$ cat src/rtl/dmem_responder.sv
// Wait-stated, byte-addressable data RAM that answers the core's data-memory port.
// Optional macro DMEM_ACCESS_COUNT_EN adds load_count/store_count completion counters.
module dmem_responder #(
    parameter int DATA_W      = 32,
    parameter int ADDR_W      = 9,
    parameter int WAIT_CYCLES = 2
) (
    input  logic              clk,
    input  logic              reset,
    input  logic              rd,
    input  logic              wr,
    input  logic [ADDR_W-1:0] addr,
    input  logic [DATA_W-1:0] wr_data,
    input  logic [2:0]        funct3,
    output logic [DATA_W-1:0] rd_data,
    output logic              rd_valid,
    output logic              wr_done,
    output logic              stall,
    output logic              err
`ifdef DMEM_ACCESS_COUNT_EN
    ,
    output logic [31:0]       load_count,
    output logic [31:0]       store_count
`endif
);

    localparam int         WORDS     = 2 ** (ADDR_W - 2);
    localparam logic [3:0] WAIT_INIT = 4'(WAIT_CYCLES);
    localparam bit         NO_WAIT   = (WAIT_CYCLES == 0);

    typedef enum logic [1:0] {
        S_IDLE,
        S_WAIT,
        S_RESP
    } state_t;

    state_t state;
    state_t state_next;

    logic [3:0]        cnt;
    logic [ADDR_W-1:0] req_addr;
    logic [DATA_W-1:0] req_wdata;
    logic [2:0]        req_funct3;
    logic              req_rd;
    logic              req_wr;

    logic              capture;
    logic              do_access;

    logic              acc_rd;
    logic              acc_wr;
    logic [ADDR_W-1:0] acc_addr;
    logic [DATA_W-1:0] acc_wdata;
    logic [2:0]        acc_funct3;
    logic              f3_bad;
    logic              misalign;
    logic              acc_err;

    logic [DATA_W-1:0] mem [0:WORDS-1];
    logic [ADDR_W-3:0] word_idx;
    logic [DATA_W-1:0] rd_word;
    logic [7:0]        ld_byte;
    logic [15:0]       ld_half;
    logic [DATA_W-1:0] load_val;
    logic [3:0]        be;
    logic [DATA_W-1:0] st_data;
    logic              mem_we;

    always_ff @(posedge clk or negedge reset) begin
        if (!reset) begin
            state <= S_IDLE;
        end else begin
            state <= state_next;
        end
    end

    always_comb begin
        state_next = state;
        case (state)
            S_IDLE: begin
                if (rd || wr) begin
                    state_next = NO_WAIT ? S_RESP : S_WAIT;
                end
            end
            S_WAIT: begin
                if (cnt == 4'd1) begin
                    state_next = S_RESP;
                end
            end
            S_RESP:  state_next = S_IDLE;
            default: state_next = S_IDLE;
        endcase
    end

    // Control strobes are forced low while reset is held so a request the core
    // keeps asserting neither stalls it nor reaches the RAM.
    always_comb begin
        stall     = 1'b0;
        capture   = 1'b0;
        do_access = 1'b0;
        if (reset) begin
            case (state)
                S_IDLE: begin
                    capture   = rd | wr;
                    stall     = (rd | wr) & ~NO_WAIT;
                    do_access = (rd | wr) & NO_WAIT;
                end
                S_WAIT: begin
                    stall     = 1'b1;
                    do_access = (cnt == 4'd1);
                end
                default: ;
            endcase
        end
    end

    // With no wait states the access happens on the capture edge, so it must
    // use the live request rather than the captured copy.
    always_comb begin
        if (state == S_IDLE) begin
            acc_rd     = rd;
            acc_wr     = wr;
            acc_addr   = addr;
            acc_wdata  = wr_data;
            acc_funct3 = funct3;
        end else begin
            acc_rd     = req_rd;
            acc_wr     = req_wr;
            acc_addr   = req_addr;
            acc_wdata  = req_wdata;
            acc_funct3 = req_funct3;
        end
    end

    always_comb begin
        if (acc_rd) begin
            f3_bad = (acc_funct3 == 3'b011) || (acc_funct3[2:1] == 2'b11);
        end else begin
            f3_bad = (acc_funct3 > 3'b010);
        end
        misalign = ((acc_funct3[1:0] == 2'b01) && acc_addr[0]) ||
                   ((acc_funct3[1:0] == 2'b10) && (acc_addr[1:0] != 2'b00));
        acc_err  = (acc_rd && acc_wr) || f3_bad || misalign;
    end

    assign word_idx = acc_addr[ADDR_W-1:2];
    assign rd_word  = mem[word_idx];

    always_comb begin
        ld_byte = rd_word[7:0];
        case (acc_addr[1:0])
            2'd0: ld_byte = rd_word[7:0];
            2'd1: ld_byte = rd_word[15:8];
            2'd2: ld_byte = rd_word[23:16];
            2'd3: ld_byte = rd_word[31:24];
            default: ;
        endcase
        ld_half = acc_addr[1] ? rd_word[31:16] : rd_word[15:0];
        case (acc_funct3[1:0])
            2'b00: load_val = acc_funct3[2] ? {{(DATA_W-8){1'b0}}, ld_byte}
                                            : {{(DATA_W-8){ld_byte[7]}}, ld_byte};
            2'b01: load_val = acc_funct3[2] ? {{(DATA_W-16){1'b0}}, ld_half}
                                            : {{(DATA_W-16){ld_half[15]}}, ld_half};
            default: load_val = rd_word;
        endcase
    end

    // Store data is replicated across lanes so the byte enables alone pick
    // which lanes change.
    always_comb begin
        be      = 4'b1111;
        st_data = acc_wdata;
        case (acc_funct3[1:0])
            2'b00: begin
                be      = 4'b0001 << acc_addr[1:0];
                st_data = {4{acc_wdata[7:0]}};
            end
            2'b01: begin
                be      = acc_addr[1] ? 4'b1100 : 4'b0011;
                st_data = {2{acc_wdata[15:0]}};
            end
            default: ;
        endcase
    end

    assign mem_we = do_access & acc_wr & ~acc_err;

    always_ff @(posedge clk) begin
        if (mem_we) begin
            for (int i = 0; i < 4; i++) begin
                if (be[i]) begin
                    mem[word_idx][8*i +: 8] <= st_data[8*i +: 8];
                end
            end
        end
    end

    always_ff @(posedge clk or negedge reset) begin
        if (!reset) begin
            cnt        <= 4'd0;
            req_addr   <= '0;
            req_wdata  <= '0;
            req_funct3 <= 3'b000;
            req_rd     <= 1'b0;
            req_wr     <= 1'b0;
            rd_data    <= '0;
            rd_valid   <= 1'b0;
            wr_done    <= 1'b0;
            err        <= 1'b0;
        end else begin
            rd_valid <= 1'b0;
            wr_done  <= 1'b0;
            err      <= 1'b0;
            if (capture) begin
                req_addr   <= addr;
                req_wdata  <= wr_data;
                req_funct3 <= funct3;
                req_rd     <= rd;
                req_wr     <= wr;
                cnt        <= WAIT_INIT;
            end else if (state == S_WAIT) begin
                cnt <= cnt - 4'd1;
            end
            if (do_access) begin
                if (acc_err) begin
                    err     <= 1'b1;
                    rd_data <= '0;
                end else if (acc_rd) begin
                    rd_valid <= 1'b1;
                    rd_data  <= load_val;
                end else begin
                    wr_done <= 1'b1;
                end
            end
        end
    end

`ifdef DMEM_ACCESS_COUNT_EN
    always_ff @(posedge clk or negedge reset) begin
        if (!reset) begin
            load_count  <= 32'd0;
            store_count <= 32'd0;
        end else begin
            if (rd_valid) begin
                load_count <= load_count + 32'd1;
            end
            if (wr_done) begin
                store_count <= store_count + 32'd1;
            end
        end
    end
`endif

endmodule

$ cat config.mk
export PLATFORM = sky130hd
export DESIGN_NAME = dmem_responder
export DESIGN_NICKNAME = d
export VERILOG_FILES = /design/src/rtl/dmem_responder.sv
export SDC_FILE = /design/constraint.sdc
export NUM_CORES = 2
export LEC_CHECK = 0
export ABC_AREA = 1
export BUFFER_PORTS_ARGS = -buffer_cell sky130_fd_sc_hd__buf_2
export CORE_MARGIN = 5
export CORE_UTILIZATION = 55
export DETAILED_ROUTE_END_ITERATION = 10
export MAX_ROUTING_LAYER = met4
export PLACE_DENSITY_LB_ADDON = 0.1
export SLEW_MARGIN = 20
export SYNTH_ARGS = -nofsm -noshare
export SYNTH_HDL_FRONTEND = slang
export SYNTH_SLANG_ARGS = --single-unit
$ cat constraint.sdc
create_clock -name clk -period 21.2 [get_ports clk]
set_input_delay 0 -clock clk [delete_from_list [all_inputs] [get_ports clk]]
set_output_delay 0 -clock clk [all_outputs]
set_load 0.1 [all_outputs]
==> metrics.txt <==
RSZ-0062 raised after global routing no; vias in the first global route 98040; port bufs 83; Routed Antenna Nets 0; register area 125200 µm²; ranking of synthesized cells by area edfxtp_1 77%, nor2_1 7.1%, nand2_1 4.5%, o22ai_1 3.5%, buf_2 1.4%; via count 105600; synth unique cells 46; Slowest cell on crit path buf_4; total grt overflow 0; Max Fclk 0.1376 GHz; Buf/Inv on CP 6; worst r2r src state[0]; worst setup margin 13.93 ns; starting density of the core 0.5524; Hold Path Class input port to register; Final nets 12280; Worst Setup Path Type register to register; top cell type's share of synthesized area 0.7656; most frequent CP cell nand2_1; largest net degree at the start of global routing 129; Crit Path Max Fanout 74; clock buffer depth 4; Crit path largest cell delay 0.78 ns; Mapped Cells 12040; status completed; share of cells above drive strength 1 0.08421; number of setup buffers added after CTS 0; Worst Hold End mem[87][4]; Clock transition at path regs 0.06 ns; WP depth 25; DR iter-0 viols 17030; DPL Wire Length 343.6 mm; aggregate routed wire length 555.5 mm; area grow syn2layout 12.05%; final setup violation count 0; vias per cell 6.394; FF-to-FF setup slack 13.93 ns; Hold Buf Count CTS 107; H-tree depth 5; Syn Nets 12090; Clk Latency, worst-skew pair 1.00 ns; initial antenna violation count 37; Startpoint Class register; Wirelength per Cell 33.64 µm; Post-Syn Area per Cell 13.34 µm²; drt pass-1 iters 7; final hold violation count 0; Worst Tran Pin Value 1.223 ns; final slew viol count 0; gr usage total 0.3719; CTS tree done; critical path capture point type register; synthesized flop and latch total 4183; share of the yosys chip area belonging to registers 0.7791; Worst Clk Skew 0.05625 ns; Post-CTS Resized 0; Inserted Clock Buffers 420; Fillers 22180; area of the multi-input gates 32420 µm²; CTS root buf clkbuf_16; leading cell types in the layout, fill and taps excluded 4096 x edfxtp_1, 2976 x nor2_1, 1904 x nand2_1; first-pass GRT wire length 769.3 mm; Mapped Area 160700 µm²; gpl congestion 0.9585; min Tclk post-route 7.270 ns; Max Cap Violations 0; R2R cell count 25; pwr dens 174.9 nW/µm²; Ports 84; Residual DRC 0; Die X-Extent 550.5 µm; Lkg Pwr 60.66 nW; period utilization 0.3429; Reg-to-Reg End rd_data[2]; CORE AREA 290800 µm²; Rows 198; Worst path top cell family by delay simple AND/OR/NAND/NOR gates; Synth Warn # 0; area leader, netlist edfxtp_1; VDD IR-drop max 0.8989 mV; final setup TNS 0 ns; pre-CTS setup slack 14.21 ns; die area 303000 µm²; hold path start wr_data[4]; Slew HR 0.1829; commonest non-fill, non-tap cell in the layout edfxtp_1; WHS Path Cells 5; Critical Path AT 8.18 ns; Die Y 550.5 µm; Worst EP required 22.11 ns; clk sinks 4183
## metal layers
layer | track usage | wire length (µm)
met5 | - | 0
met4 | 0.1902 | 35590
met3 | 0.09972 | 71410
met2 | 0.5291 | 244100
met1 | 0.4972 | 204400
## cell usage after synthesis, drive strengths merged
library cell,number
nand3b,45
nor3,87
and2,3
o31ai,3
a21o,1
inv,158
mux2i,1
clkbuf,123
xor2,1
o21ai,210
a21boi,1
nand4,190
a31oi,3
clkinv,2
o21a,8
dfrtp,87
nand2,1918
o221ai,3
o22ai,887
ha,2
o2111ai,1
or2,36
nand3,296
buf,515
o211ai,38
o22a,222
edfxtp,4096
nor2,3058
a21oi,43
nor4,1
## through the flow
step	total power [mW]	hold WS (ns)	area, µm²	util	instances
6_report	31.48	0.1084	180000	0.6190	16510
5_1_grt	32.24	0.1521	180000	0.6189	16500
4_1_cts	31.07	0.07608	179900	0.6184	16470
3_5_place_dp	23.77	0.04357	165200	0.5682	15600
3_3_place_gp	23.61	0.02764	165200	0.5679	15600
2_1_floorplan	18.70	-0.2956	160700	-	12040
## worst max path at each step
stage                            end     start  slack, ns
final                     rd_data[2]  state[0]      13.93
after CTS                 rd_data[2]  state[1]      14.17
after floorplan           mem[0][16]  state[1]      13.42
after global routing      rd_data[6]  state[0]      13.94
after detailed placement  rd_data[2]  state[1]      14.21
after global placement    rd_data[2]  state[1]      14.15
## final cells by class
type	count	area share
Clock buffer	516	0.06091
Antenna cell	38	0.0005282
Clock inverter	253	0.01416
Tap cell	3900	0.02711
Sequential cell	4183	0.6953
Inverter	160	0.003447
Timing Repair Buffer	405	0.01845
Multi-Input combinational cell	7058	0.1801
## flip-flops by register name, summed over array words and instances (netlist names)
signal / cells
req_rd: 1
rd_data: 32
state: 2
rd_valid: 1
req_addr: 9
err: 1
cnt: 4
wr_done: 1
req_wdata: 32
req_wr: 1
mem: 4096
req_funct3: 3
## where the power goes
group	switching, mW	total [mW]	internal (mW)
sequential	0.0523	11.7	11.6
combinational	10.0	12.4	2.37
clock	3.21	7.40	4.19
total	13.3	31.5	18.2
## cell families (layout without fill, tap and decap cells)
group | count (synthesis) | count (layout) | synth area share
compound gates | 1420 | 1420 | 0.05738
xor+xnor | 1 | 1 | 0.00005453
fa+ha+maj | 2 | 2 | 0.0001557
buf+inv | 798 | 1334 | 0.02333
flops | 4183 | 4183 | 0.7791
mux | 1 | 1 | 0.00006231
other cells | 0 | 38 | 0
simple gates | 5634 | 5634 | 0.1399
## worst min-delay path, cell delays in order
cell,delay (ns)
dlygate4sd3_1,0.52
buf_2,0.10
nand2_1,0.06
o21a_1,0.16
inv_4,0.12
Note: power is estimated with default switching activity, not from simulation.
